`src/rtl/nibble_pkg.sv`:
```
// Shared widths and the output-slot state encoding for the nibble deserializer.
package nibble_pkg;
  localparam int NIB_W = 4;
  localparam int CNT_W = 2;

  typedef enum logic {
    EMPTY = 1'b0,
    FULL  = 1'b1
  } slot_t;
endpackage

```
`src/rtl/nibble_deser.sv`:
```
// Serial-to-nibble deserializer with a one-entry output slot.
// The serial side never stalls: a nibble completing while the slot is full
// and not being drained is dropped and recorded in a sticky overflow flag.
module nibble_deser
  import nibble_pkg::*;
#(
  parameter bit MSB_FIRST = 1'b1
) (
  input  logic             clk_i,
  input  logic             rst_i,
  input  logic             bit_i,
  input  logic             bit_valid_i,
  output logic [NIB_W-1:0] nib_o,
  output logic             nib_valid_o,
  input  logic             nib_ready_i,
  output logic             ovf_o,
  input  logic             clr_ovf_i,
  output logic [CNT_W-1:0] cnt_o
);

  logic [NIB_W-1:0] sr;
  logic [NIB_W-1:0] sr_nxt;
  logic [NIB_W-1:0] nib;
  logic [CNT_W-1:0] cnt;
  logic             ovf;
  logic             complete;
  logic             load;
  logic             drop;
  slot_t            state;
  slot_t            state_nxt;

  // Shifted value including the incoming bit; on completion this is the nibble
  always_comb begin
    sr_nxt = MSB_FIRST ? {sr[NIB_W-2:0], bit_i} : {bit_i, sr[NIB_W-1:1]};
  end

  // A nibble completes on the accepted bit that wraps the counter
  always_comb begin
    complete = bit_valid_i && (cnt == '1);
  end

  // Shift register: accepts every valid bit, holds across gaps
  always_ff @(posedge clk_i) begin
    if (rst_i)            sr <= '0;
    else if (bit_valid_i) sr <= sr_nxt;
  end

  // Bit counter toward the current nibble, wraps naturally 3 -> 0
  always_ff @(posedge clk_i) begin
    if (rst_i)            cnt <= '0;
    else if (bit_valid_i) cnt <= cnt + 1'b1;
  end

  // Slot state register
  always_ff @(posedge clk_i) begin
    if (rst_i) state <= EMPTY;
    else       state <= state_nxt;
  end

  // Slot next state: completion always leaves it full (load or drop),
  // a drain with no completion empties it
  always_comb begin
    state_nxt = state;
    case (state)
      EMPTY:   if (complete) state_nxt = FULL;
      FULL:    if (nib_ready_i && !complete) state_nxt = EMPTY;
      default: state_nxt = EMPTY;
    endcase
  end

  // Slot outputs: load when the slot is free or being drained this cycle,
  // otherwise a completion is dropped
  always_comb begin
    nib_valid_o = (state == FULL);
    load        = complete && ((state == EMPTY) || nib_ready_i);
    drop        = complete && (state == FULL) && !nib_ready_i;
  end

  // Output nibble register; held while the slot waits on the consumer
  always_ff @(posedge clk_i) begin
    if (rst_i)     nib <= '0;
    else if (load) nib <= sr_nxt;
  end

  // Sticky overflow flag; a new drop beats a simultaneous clear
  always_ff @(posedge clk_i) begin
    if (rst_i)          ovf <= 1'b0;
    else if (drop)      ovf <= 1'b1;
    else if (clr_ovf_i) ovf <= 1'b0;
  end

  assign nib_o = nib;
  assign ovf_o = ovf;
  assign cnt_o = cnt;

endmodule

```
`config.mk`:
```
export PLATFORM = sky130hd
export DESIGN_NAME = nibble_deser
export DESIGN_NICKNAME = d
export VERILOG_FILES = /design/src/rtl/nibble_pkg.sv /design/src/rtl/nibble_deser.sv
export SDC_FILE = /design/constraint.sdc
export NUM_CORES = 1
export LEC_CHECK = 0
export CORE_AREA = 2 2 39 41
export DETAILED_ROUTE_END_ITERATION = 10
export DIE_AREA = 0 0 41 43
export SETUP_SLACK_MARGIN = 0.1
export SYNTH_ARGS = -nofsm -noshare
export SYNTH_HDL_FRONTEND = slang
export SYNTH_SLANG_ARGS = --single-unit
```
`constraint.sdc`:
```
create_clock -name clk_i -period 2.08 [get_ports clk_i]
set_input_delay 0.52 -clock clk_i [delete_from_list [all_inputs] [get_ports clk_i]]
set_output_delay 0.52 -clock clk_i [all_outputs]
set_load 0.02 [all_outputs]
```
# == Word level (Yosys, flattened, before mapping) ==
# Index checks and enable logic that the tools add are counted.
# Widths: inputs -> output; s select.
# totals
output_inout_bits,8
inputBits,6
word_cells,22
regBits,11
# op_classes
eq_ne,1
n_mux,5
addsub,1
n_reduce_logical,9
bitwise,1
# ops
cell,n
$logic_and 1x1->1,5
$mux 1,4
$add 2x1->2 const B,1
$eq 2x2->1 const B,1
$logic_not 1->1,2
$pmux 1 s2,1
$reduce_bool 2->1,1
$logic_or 1x1->1,1
$not 1->1,1

# == Longest topological paths before layout ==
# Gate-level depths: netlist (run 1).
# logic_depth
depth_word,6
mapped_depth,4
mapped_depth_nobuf,4

# == Worst setup path after synthesis (run 1) ==
# OpenSTA, ideal clock, no wires.
# synth_path
path_type,reg2reg
startpoint,"reg cnt[0], in the netlist cnt_o[0]"
endpoint,"reg nib[0], in the netlist nib_o[0]"
n_path_buf,0
period_less_slack_ns,1.176
arrival_time_ns,1.104
setup_slack_ns,0.904
stages_incl_launch_ff,5
setup_time_ns,0.072
required_ns,2.008
cell_sequence,dfxtp_1 > ha_1 > nand2_4 > nor2_8 > mux2i_1
# synth_between
elab_chain_len,3
# synth_rtl
element,line_no,source
start: declaration,nibble_deser.sv:24,logic [CNT_W-1:0] cnt;
start signal: assignment,nibble_deser.sv:51,else if (bit_valid_i) cnt <= cnt + 1'b1;
$eq 2x2->1,nibble_deser.sv:39,complete = bit_valid_i && (cnt == '1);
$logic_and 1x1->1,nibble_deser.sv:39,
$logic_and 1x1->1,nibble_deser.sv:75,load = complete && ((state == EMPTY) || nib_ready_i);
end signal: assignment,nibble_deser.sv:82,else if (load) nib <= sr_nxt;
end: declaration,nibble_deser.sv:23,logic [NIB_W-1:0] nib;
# Every way passes these cells.
# A chain may end at the register's enable or synchronous reset.

# == Worst setup path in the final report (run 1) ==
# layout_path
startpoint,"reg cnt[0], in the netlist cnt_o[0]"
endpoint,out cnt_o[0]
# layout_lines
element,line_no,source
end: declaration,nibble_deser.sv:18,output logic [CNT_W-1:0] cnt_o
# No word-level cell between the ends.

==> results.json, run 1 <==
{
  "outcome": "finished, final reports clean",
  "ant_nets": 0,
  "drtIter0Drc": 0,
  "cp.depth": 1,
  "ir_worst_vdd_v": 0.000325,
  "finClkSkew_ps": 4.18,
  "crit_path_start_kind": "flip-flop",
  "hold_buffers": 0,
  "ys_ff_latch": 11,
  "final_cells": 75,
  "grt_max_degree": 16,
  "met1_usage_pct": 13.7,
  "clockBufferDepth": 2,
  "drive_gt1_share_pct": 10.2,
  "antenna_cells": 0,
  "cts_made_buffers": 3,
  "fin_crit_sh_pct": 85.4,
  "end_kind": "primary output",
  "synth_sequential_area_ratio_pct": 46.2,
  "powerDensity_nw_per_um2": 650,
  "place_hpwl_um": 565,
  "clock_sinks": 11,
  "die_area_sq_um": 1760,
  "ctsResizeCount": 0,
  "netlist_area_sq_um": 477,
  "tightest_slew_ps": 426,
  "io_pins": 14,
  "cp_top_family": "buffers and inverters",
  "syn_avg_cell_area_sq_um": 10.8,
  "dp_cells": 71,
  "use_met3_pct": 3.14,
  "synth_fp_nets": 51,
  "rows": 14,
  "power_leakage_nw": 0.239,
  "fmax_mhz": 563,
  "overflow": 0,
  "final_util_pct": 46.0,
  "final_nets": 67,
  "arrival_ps": 1260,
  "worstPathCellList": "clkdlybuf4s50_1",
  "netlist_instances": 44,
  "dieHeight_um": 43,
  "crit_type": "reg2out",
  "grt_pass1_vias": 315,
  "min_delay_path_depth": 2,
  "wl_per_cell_um": 9.59,
  "r2r_cells": 4,
  "syn2layout_area_growth_pct": 33.6,
  "critPathRequiredTime_ps": 1560,
  "post-route-drc-count": 0,
  "critPathMaxFanout": 3,
  "finalSetupViolCount": 0,
  "cts-root-buf": "clkbuf_4",
  "yosysWarnings": 0,
  "antenna_found_initial": 0,
  "grt_pass1_wl_mm": 1.28,
  "slew_headroom_pct": 71.5,
  "top_usage_layer": "met2",
  "timing.rr.start": "cnt_o[0]",
  "tritoncts": "yes",
  "post-cts-setup-buffer-count": 0,
  "r2r_end": "nib_o[1]",
  "cp_num_buf_inv": 1,
  "rsz0062_at_grt": "no",
  "coreArea_sq_um": 1380,
  "post-route-min-period_ps": 1780,
  "routed_wl_um": 719,
  "slew_violations": 0,
  "max_stage_delay_ps": 620,
  "finalHoldViolCount": 0,
  "maxCapViolations": 0,
  "holdCritPathClass": "reg2reg",
  "vias": 332,
  "synth.distinct_cells": 14,
  "gp_congestion": 0.639,
  "fp.dieW_um": 41,
  "clock_latency_ps": 260,
  "start_util_pct": 34.4,
  "drt-pass1-iter-count": 1,
  "grt.total_usage_pct": 11.3,
  "gr-usage-met2_pct": 14.4,
  "cts_htree_levels": 1,
  "hp-start": "nib_o[2]",
  "hold_end": "nib_o[2]",
  "critPathSlowestCell": "clkdlybuf4s50_1",
  "io_buffer_count": 13,
  "clk_transition_reported_paths_ps": 70,
  "tns_ps": 0,
  "r2r_setup_slack_ps": 950,
  "vias_per_cell": 4.43
}
[how the worst max path moves through the flow]
stage / start / endpoint / slack [ps]
2_1_floorplan: cnt_o[0] / nib_o[0] / 900
3_3_place_gp: bit_valid_i / nib_o[2] / 270
3_5_place_dp: bit_valid_i / nib_o[0] / 260
4_1_cts: cnt_o[0] / cnt_o[0] / 300
5_1_grt: cnt_o[0] / cnt_o[0] / 270
6_report: cnt_o[0] / cnt_o[0] / 300
[placed cells by master (no fill, tap or decap), drive strengths merged]
master	count
ha	1
nand2	1
inv	1
nor2	8
nor2b	1
xnor2	1
dfxtp	11
a32oi	1
clkbuf	4
clkdlybuf4s50	13
nand2b	8
a21oi	1
mux2i	8
[worst register-to-register path, stage by stage (launching register included)]
cell	delay, ps
dfxtp_1	370
ha_1	250
nand2_4	90
nor2_8	160
mux2i_1	190
[stage by stage]
stage / power, mW / area (sq um) / setup slack, ps / hold slack, ps
2_1_floorplan: 0.257 / 477 / 904 / 451
3_3_place_gp: 0.278 / 611 / 272 / 463
3_5_place_dp: 0.278 / 611 / 265 / 467
4_1_cts: 0.422 / 637 / 299 / 478
5_1_grt: 0.440 / 637 / 266 / 500
6_report: 0.414 / 637 / 303 / 475
[sequential cells by signal, summed over array words and instances, names as in the netlist]
register,count
sr,3
ovf_o,1
nib_o,4
cnt_o,2
nib_valid_o,1
[cells by family (layout without fill, tap and decap cells)]
| family | count (synthesis) | after routing | synth area share, % |
|---|---|---|---|
| AND/OR/NAND/NOR | 18 | 18 | 25.5 |
| flip-flops | 11 | 11 | 46.2 |
| multiplexers | 8 | 8 | 16.8 |
| buffers and inverters | 3 | 18 | 4.20 |
| AO/OA/AOI/OAI | 2 | 2 | 2.89 |
| adder cells (fa/ha/maj) | 1 | 1 | 2.62 |
| XOR/XNOR | 1 | 1 | 1.84 |
[cell type report]
class | instances | area (sq um)
Fill cell | 133 | 747
Multi-Input combinational cell | 30 | 236
Sequential cell | 11 | 220
Timing Repair Buffer | 13 | 130
Clock buffer | 4 | 26.3
Tap cell | 16 | 20.0
Inverter | 1 | 3.75
[cell usage after synthesis]
master	number	area [sq um]
ha_1	1	12.5
inv_1	1	3.75
mux2i_1	8	80.1
a32oi_1	1	8.76
a21oi_1	1	5.00
buf_2	1	5.00
nor2_1	7	26.3
nor2_8	1	20.0
nand2b_1	8	50.1
dfxtp_1	11	220
nand2_4	1	11.3
xnor2_1	1	8.76
buf_6	1	11.3
nor2b_4	1	13.8
[metal layers]
metal | routed length [um] | share of wire [%]
met2 | 331 | 46
met1 | 332 | 46
met4 | 40 | 5.6
met5 | 0 | 0
met3 | 16 | 2.2
[report_power, final]
group          internal, mW  total [mW]  switching (mW)
registers             0.217       0.222         0.00495
clock network        0.0742       0.141          0.0672
logic                0.0280      0.0505          0.0225
Power figures use the tool's default switching activity.
==> run 2: changes to the inputs <==
--- a/config.mk
+++ b/config.mk
@@ -5,9 +5,12 @@
 export SDC_FILE = /design/constraint.sdc
 export NUM_CORES = 1
 export LEC_CHECK = 0
-export CORE_AREA = 2 2 39 41
+export CELL_PAD_IN_SITES_DETAIL_PLACEMENT = 1
+export CELL_PAD_IN_SITES_GLOBAL_PLACEMENT = 1
+export CORE_MARGIN = 2
+export CORE_UTILIZATION = 35
 export DETAILED_ROUTE_END_ITERATION = 10
-export DIE_AREA = 0 0 41 43
+export PLACE_DENSITY_LB_ADDON = 0.1
 export SETUP_SLACK_MARGIN = 0.1
 export SYNTH_ARGS = -nofsm -noshare
 export SYNTH_HDL_FRONTEND = slang
==> run 2 against run 1 <==
  * Sequential share of layout area rose by 0.068 points
  * Critical path depth is the same
  * Wire length rose by 20%
  * Critical path type unchanged
  * Highest routed layer is now met3
==> results.json, run 2 (synthesis gave the netlist of run 1 again) <==
{
  "p_int_mw": 0.319,
  "critPathRequiredTime_ps": 1560,
  "clk_transition_reported_paths_ps": 70,
  "clock_latency_ps": 250,
  "grt.total_usage_pct": 13.1,
  "r2r_cells": 4,
  "timing.rr.start": "cnt_o[0]",
  "cp_num_buf_inv": 1,
  "rows": 13,
  "grt_pass1_wl_mm": 1.41,
  "ctsResizeCount": 0,
  "post-route-drc-count": 0,
  "antenna_found_initial": 0,
  "p_sw_mw": 0.0921,
  "ant_nets": 0,
  "routed_wl_um": 865,
  "crit_type": "reg2out",
  "end_kind": "primary output",
  "die_area_sq_um": 1670,
  "tightest_slew_ps": 445,
  "grt_pass1_vias": 346,
  "slew_violations": 0,
  "nFillCells": 154,
  "overflow": 0,
  "io_pins": 14,
  "cts_made_buffers": 3,
  "seqPwrFrac_pct": 54.0,
  "finClkSkew_ps": 0.824,
  "clockBufferDepth": 2,
  "power_leakage_nw": 0.239,
  "holdCritPathClass": "reg2reg",
  "switching_share_pct": 22.4,
  "syn2layout_area_growth_pct": 33.3,
  "place_hpwl_um": 724,
  "cp.depth": 1,
  "max_stage_delay_ps": 630,
  "grt_max_degree": 16,
  "r2r_end": "nib_o[1]",
  "cts-root-buf": "clkbuf_4",
  "fmax_mhz": 562,
  "p_total_mw": 0.411,
  "dieHeight_um": 40.9,
  "wl_per_cell_um": 11.7,
  "multi_input_area_sq_um": 236,
  "hold_buffers": 0,
  "arrival_ps": 1260,
  "cts_htree_levels": 1,
  "final_nets": 67,
  "rsz0062_at_grt": "no",
  "worstPathCellList": "clkdlybuf4s50_1",
  "gp_congestion": 0.666,
  "vias_per_cell": 4.55,
  "critPathSlowestCell": "clkdlybuf4s50_1",
  "tns_ps": 0,
  "post-route-min-period_ps": 1780,
  "fp.dieW_um": 40.9,
  "start_util_pct": 37.1,
  "outcome": "finished, final reports clean",
  "crit_path_start_kind": "flip-flop",
  "drive_gt1_share_pct": 10.2,
  "clock_sinks": 11,
  "crit_path_end": "cnt_o[0]",
  "layout_commonest_cell": "clkdlybuf4s50_1",
  "ir_worst_vdd_v": 0.000340,
  "tritoncts": "yes",
  "critPathMaxFanout": 3,
  "cp_top_family": "buffers and inverters",
  "coreArea_sq_um": 1280,
  "finalHoldViolCount": 0,
  "vias": 337,
  "regArea_sq_um": 220,
  "crit_start": "cnt_o[0]",
  "r2r_setup_slack_ps": 920,
  "clkPwrFrac_pct": 33.3,
  "slew_headroom_pct": 70.2,
  "drtIter0Drc": 2,
  "fin_crit_sh_pct": 85.5,
  "drt-pass1-iter-count": 2,
  "largest_reg_flops": 4,
  "maxCapViolations": 0,
  "post-cts-setup-buffer-count": 0,
  "antenna_cells": 0,
  "io_buffer_count": 13,
  "finalSetupViolCount": 0,
  "powerDensity_nw_per_um2": 647,
  "layout.cells.most_common_list": "13 x clkdlybuf4s50_1, 11 x dfxtp_1, 8 x mux2i_1, 8 x nand2b_1, 7 x nor2_1",
  "combPwrFrac_pct": 12.6
}
==> run 2: cell counts in the layout (fill, tap and decap cells not counted) <==
Identical to the previous run, type by type.
==> run 2: power by group through the flow <==
stage | Combinational (mW) | Sequential [mW] | Clock, mW
finish | 0.0520 | 0.222 | 0.137
global route | 0.0565 | 0.223 | 0.162
global placement | 0.0505 | 0.227 | 0
floorplan | 0.0258 | 0.232 | 0
CTS | 0.0529 | 0.222 | 0.145
detailed placement | 0.0527 | 0.227 | 0
==> run 2: layer usage <==
metal / wire length (um) / part of all wire, % / vias up / global-route usage, %
met5: 0 / 0 / - / 0
li1: - / - / 174 / -
met3: 58 / 6.7 / 0 / 3.26
met2: 436 / 50 / 8 / 21.1
met4: 0 / 0 / 0 / 5.00
met1: 370 / 43 / 155 / 16.6
==> run 2: cell type report <==
class | instances | area share [%]
Clock buffer | 4 | 4.13
Inverter | 1 | 0.591
Multi-Input combinational cell | 30 | 37.2
Sequential cell | 11 | 34.6
Tap cell | 15 | 2.95
Timing Repair Buffer | 13 | 20.5
==> run 2: worst min path at each step <==
stage	start	endpoint	depth (start not counted)
floorplan	sr[2]	nib_o[3]	2
global placement	nib_o[3]	nib_o[3]	2
detailed placement	nib_o[2]	nib_o[2]	2
CTS	nib_o[2]	nib_o[2]	2
global route	nib_o[0]	nib_o[0]	2
finish	nib_o[2]	nib_o[2]	2
==> run 2: worst reg2reg max path, cell delays in order (launching register included) <==
cell,delay [ps]
dfxtp_1,370
ha_1,260
nand2_4,90
nor2_8,170
mux2i_1,210
==> run 2: metrics by stage <==
stage                     util (%)  hold WS, ps  instance area (sq um)  worst slack, ps  cells
after floorplan                  -          451                    477              904     44
after global placement        47.4          467                    609              303     70
after detailed placement      47.4          477                    609              211     70
after CTS                     49.5          486                    636              290     74
after global routing          49.5          512                    636              235     74
final                         49.5          478                    636              302     74
